File: src/rtl/io_timer_irq.sv
// IO-bus timer: prescaled 16-bit up-counter with compare match and a level IRQ.
// The register file sits on the 16-bit CPU IO bus, and read data is registered.
module io_timer_irq #(
  parameter logic [15:0] BASE_ADDR     = 16'h0040,
  parameter logic [15:0] PRESCALE_INIT = 16'h0000
) (
  input  logic        clk,
  input  logic        resetq,
  input  logic        io_rd,
  input  logic        io_wr,
  input  logic [15:0] io_addr,
  input  logic [15:0] io_dout,
  output logic [15:0] io_din,
  output logic        interrupt_request
);

  typedef struct packed {
    logic autoreload;
    logic irq_en;
    logic en;
  } ctrl_t;

  localparam logic [2:0] IDX_COUNT    = 3'd0;
  localparam logic [2:0] IDX_COMPARE  = 3'd1;
  localparam logic [2:0] IDX_CTRL     = 3'd2;
  localparam logic [2:0] IDX_STATUS   = 3'd3;
  localparam logic [2:0] IDX_PRESCALE = 3'd4;

  logic [15:0] count, compare, prescale, pre;
  ctrl_t       ctrl;
  logic        pending;
  logic [15:0] rdata;

  logic       sel, tick, match, en_next;
  logic [2:0] idx;
  logic       wr_count, wr_compare, wr_ctrl, wr_status, wr_prescale;
  logic       unused_ok;

  assign unused_ok = io_addr[0];

  assign sel         = io_addr[15:4] == BASE_ADDR[15:4];
  assign idx         = io_addr[3:1];
  assign wr_count    = io_wr & sel & (idx == IDX_COUNT);
  assign wr_compare  = io_wr & sel & (idx == IDX_COMPARE);
  assign wr_ctrl     = io_wr & sel & (idx == IDX_CTRL);
  assign wr_status   = io_wr & sel & (idx == IDX_STATUS);
  assign wr_prescale = io_wr & sel & (idx == IDX_PRESCALE);

  assign tick    = ctrl.en & (pre == prescale);
  assign match   = count == compare;
  assign en_next = wr_ctrl ? io_dout[0] : ctrl.en;

  assign interrupt_request = pending & ctrl.irq_en;

  always_comb begin
    rdata = 16'h0000;
    case (idx)
      IDX_COUNT:    rdata = count;
      IDX_COMPARE:  rdata = compare;
      IDX_CTRL:     rdata = {13'h0000, ctrl};
      IDX_STATUS:   rdata = {15'h0000, pending};
      IDX_PRESCALE: rdata = prescale;
      default:      rdata = 16'h0000;
    endcase
  end

  always_ff @(posedge clk) begin
    if (!resetq) begin
      count    <= 16'h0000;
      compare  <= 16'h0000;
      ctrl     <= '0;
      pending  <= 1'b0;
      prescale <= PRESCALE_INIT;
      pre      <= 16'h0000;
      io_din   <= 16'h0000;
    end else begin
      // Clearing en still lets a due tick fire, but restarts the prescale period.
      if (!ctrl.en || !en_next) pre <= 16'h0000;
      else if (tick)            pre <= 16'h0000;
      else                      pre <= pre + 16'd1;

      // CPU write to COUNT beats the tick increment; match still uses old values.
      if (wr_count)      count <= io_dout;
      else if (tick)     count <= (match && ctrl.autoreload) ? 16'h0000 : count + 16'd1;

      // A new match beats a same-cycle W1C.
      if (tick && match)                 pending <= 1'b1;
      else if (wr_status && io_dout[0])  pending <= 1'b0;

      if (wr_compare)  compare  <= io_dout;
      if (wr_ctrl)     ctrl     <= ctrl_t'(io_dout[2:0]);
      if (wr_prescale) prescale <= io_dout;

      if (io_rd) io_din <= sel ? rdata : 16'h0000;
    end
  end

endmodule

File: config.mk
export PLATFORM = sky130hd
export DESIGN_NAME = io_timer_irq
export DESIGN_NICKNAME = d
export VERILOG_FILES = /design/src/rtl/io_timer_irq.sv
export SDC_FILE = /design/constraint.sdc
export NUM_CORES = 1
export LEC_CHECK = 0
export BUFFER_PORTS_ARGS = -buffer_cell sky130_fd_sc_hd__buf_2
export CELL_PAD_IN_SITES_DETAIL_PLACEMENT = 1
export CELL_PAD_IN_SITES_GLOBAL_PLACEMENT = 2
export CORE_AREA = 4 4 155 97
export CTS_BUF_LIST = sky130_fd_sc_hd__clkbuf_4 sky130_fd_sc_hd__clkbuf_8 sky130_fd_sc_hd__clkbuf_16
export CTS_CLUSTER_SIZE = 16
export DETAILED_ROUTE_END_ITERATION = 10
export DIE_AREA = 0 0 159 101
export PLACE_DENSITY_LB_ADDON = 0.1
export SLEW_MARGIN = 10
export SYNTH_ARGS = -nofsm -noshare
export SYNTH_HDL_FRONTEND = slang
export SYNTH_SLANG_ARGS = --single-unit
File: constraint.sdc
create_clock -name clk -period 2.69 [get_ports clk]
set_input_delay 0.807 -clock clk [delete_from_list [all_inputs] [get_ports clk]]
set_output_delay 0.807 -clock clk [all_outputs]
set_load 0.01 [all_outputs]
==> metrics.cfg <==
[drt]
totalWireLength_um = 16230
drc = 0
wl_met1_um = 8401
vias = 4255
drt_iter0_drc = 239
via_per_inst = 5.386
dr.pass1.iters = 4
post_drt_wl_per_cell_um = 20.55
dr_wl_met3_um = 872
top_layer = met5
dr_wl_met2_um = 6860
drtAntennaViolNets = 0

[setup_path]
crit_type = flip-flop to flip-flop
cp.required_ns = 2.86
arrival_ns = 2.48
path_delay_family = simple AND/OR/NAND/NOR gates
slowest_delay_ns = 0.75
startpoint_type = flip-flop
critPathSlowestCell = and2_1
path_buf_inv = 0
end_kind = flip-flop
path_cells = xor2_1, nor4_1, and3_1, and2_1, a211oi_1
path_max_fanout = 15

[timing]
finalMaxSlewViolations = 0
fin_crit_ns = 2.315
worstMarginPinSlew_ns = 0.9313
setup_violations = 0
hold_viol = 0
fmax_mhz = 432.0
period_share = 0.8605
relSlewSlack = 0.3791
tns_ns = 0
final.setup_skew_ns = 0.007163
rsz0062_at_grt = no

[clock_tree]
cts_hold_buf = 0
clk_latency_ns = 0.33
cts.clk_slew.worst_paths_ns = 0.06
cts_tree = done
cts_resized = 0
postCtsSetupBuffers = 0
clockRootBuffer = clkbuf_16
clockBufferDepth = 2
cts.sinks = 84
cts_buffers = 9
htreeDepth = 3

[power_and_ir_drop]
pwr-share-seq = 0.448
p_sw_frac = 0.2244
combPwrFrac = 0.046
power.internal_mw = 2.153
power_mw = 2.776
p_clk_frac = 0.506
power_switching_uw = 622.8
powerDensity_nw_per_um2 = 502.7
ir_worst_vdd_v = 0.0002464
p_leak_nw = 2.176

[synthesis]
synth_area_um2 = 4715
synthDistinctLibCells = 45
ys.flop_type = dfxtp_1
synth_edf_count = 0
syn_nets = 603
ys_seq_area_frac = 0.3567
syn_inst = 565
yosys_warnings = 0
async_reset_ff_frac = 0
synth_seq_cells = 84
syn_area_per_cell_um2 = 8.344

[floorplan]
die_y_um = 101
rows = 33
start_util = 0.3492
die-area_um2 = 16060
io_pins = 53
die_x_um = 159
core_um2 = 13500

[global_route]
antenna_found_initial = 1
track_usage = 0.2039
grt_pass1_vias = 4401
overflow = 0
grt_pass1_wl_um = 25680
grt_max_degree = 27

[finish]
fill_cells = 1625
area_growth_syn_to_layout_pct = 17.12
drive_gt1_frac = 0.2146
diodes = 0
nNetsFinal = 648

[placed_design]
io_buffers = 51
gp_congestion = 0.8673
dpl.hpwl_um = 12050

[status]
outcome = finished clean

[flow_run]
maxCapViolCount = 0

[worst_hold_path]
worst_hold_path_type = flip-flop to flip-flop

state kept, by name, indices dropped and copies added (netlist names):
name      flops
compare      16
count        16
ctrl          3
io_din       16
pending       1
pre          16
prescale     16
power groups by stage:
stage	clock network (mW)	logic, mW	registers (mW)
6_report	1.40	0.128	1.24
3_3_place_gp	0	0.126	1.27
3_5_place_dp	0	0.127	1.27
4_1_cts	1.44	0.127	1.24
5_1_grt	1.48	0.138	1.24
2_1_floorplan	0	0.0494	1.27
synth_stat cells, drive strengths merged (2+ instances only):
library cell / instances / area (um^2)
o22ai: 2 / 12.51
a21oi: 64 / 320.3
nor3: 21 / 105.1
nand4: 10 / 68.81
ha: 2 / 25.02
mux2: 16 / 180.2
inv: 6 / 22.52
nor3b: 3 / 27.52
nor4b: 2 / 38.78
and3: 4 / 25.02
nor4: 13 / 141.4
dfxtp: 84 / 1682
buf: 16 / 116.4
a22oi: 4 / 30.03
or4: 2 / 15.01
mux2i: 18 / 180.2
nor2b: 19 / 118.9
nor2: 26 / 97.59
and4: 6 / 52.55
o32ai: 2 / 17.52
a211oi: 15 / 162.7
nand3: 15 / 75.07
nand2: 89 / 334.1
xor2: 39 / 341.6
and2: 2 / 12.51
clkbuf: 25 / 93.84
o21ai: 30 / 150.1
xnor2: 20 / 175.2
or2: 2 / 12.51
worst paths after layout:
check,startpoint,endpoint,slack [ns],cells past startpoint
hold / removal,compare[7],compare[7],0.49,2
setup / recovery,prescale[5],count[15],0.38,5
hold reg to reg,compare[7],compare[7],0.49,2
setup reg to reg,prescale[5],count[15],0.38,5
metrics by stage:
stage	hold WS (ns)	worst slack [ns]	instance area, um^2	utilization	cells
final	0.4859	0.3753	5522	0.4090	790
after detailed placement	0.4741	0.08206	5184	0.3839	774
after CTS	0.4835	0.3669	5519	0.4088	790
after global routing	0.5130	0.2017	5522	0.4090	790
after global placement	0.4663	0.1395	5184	0.3839	774
after floorplan	0.4489	0.3549	4715	-	565
cell families after synthesis:
| kind of cell | Yosys count | synth area share |
|---|---|---|
| and+or+nand+nor | 217 | 0.2463 |
| AOI/OAI and AO/OA | 122 | 0.1563 |
| DFF | 84 | 0.3567 |
| xor gates and xnor gates | 59 | 0.1096 |
| buffers and inverters | 47 | 0.04936 |
| muxes | 34 | 0.07643 |
| adders and majority gates | 2 | 0.005307 |
layout make-up:
class / instances / area [um^2] / share of cell area
clock buffers: 11 / 252.7 / 0.04577
multi-input cells: 434 / 2803 / 0.5076
clock inverters: 5 / 82.58 / 0.01496
well taps: 175 / 219.0 / 0.03966
inverters: 6 / 22.52 / 0.004079
repair buffers: 75 / 460.4 / 0.08339
flip-flops and latches: 84 / 1682 / 0.3046
metal layers:
metal	vias up	global-route usage
li1	2069	-
met1	2099	0.3092
met2	75	0.3106
met3	10	0.03555
met4	2	0.02400
met5	-	0
worst reg2reg max path, cell delays in order, from the launching register on:
cell	delay, ns
dfxtp_1	0.48
xor2_1	0.13
nor4_1	0.37
and3_1	0.26
and2_1	0.75
a211oi_1	0.17
placed cells by master (no fill, tap or decap), types with 4 or more instances in the layout:
cell type	count
nor4_1	9
nor4_4	4
a21oi_1	64
nand2_1	89
mux2_2	16
a211oi_1	5
nor2_1	26
buf_4	22
xor2_1	39
mux2i_1	18
buf_2	51
dfxtp_1	84
nand4_1	9
and4_1	6
a22oi_1	4
nor3_1	21
inv_1	5
clkbuf_16	9
xnor2_1	20
nand3_1	15
nor2b_1	18
a211oi_2	10
and3_1	4
o21ai_0	30
No activity file was read; power rests on OpenSTA's default activity.
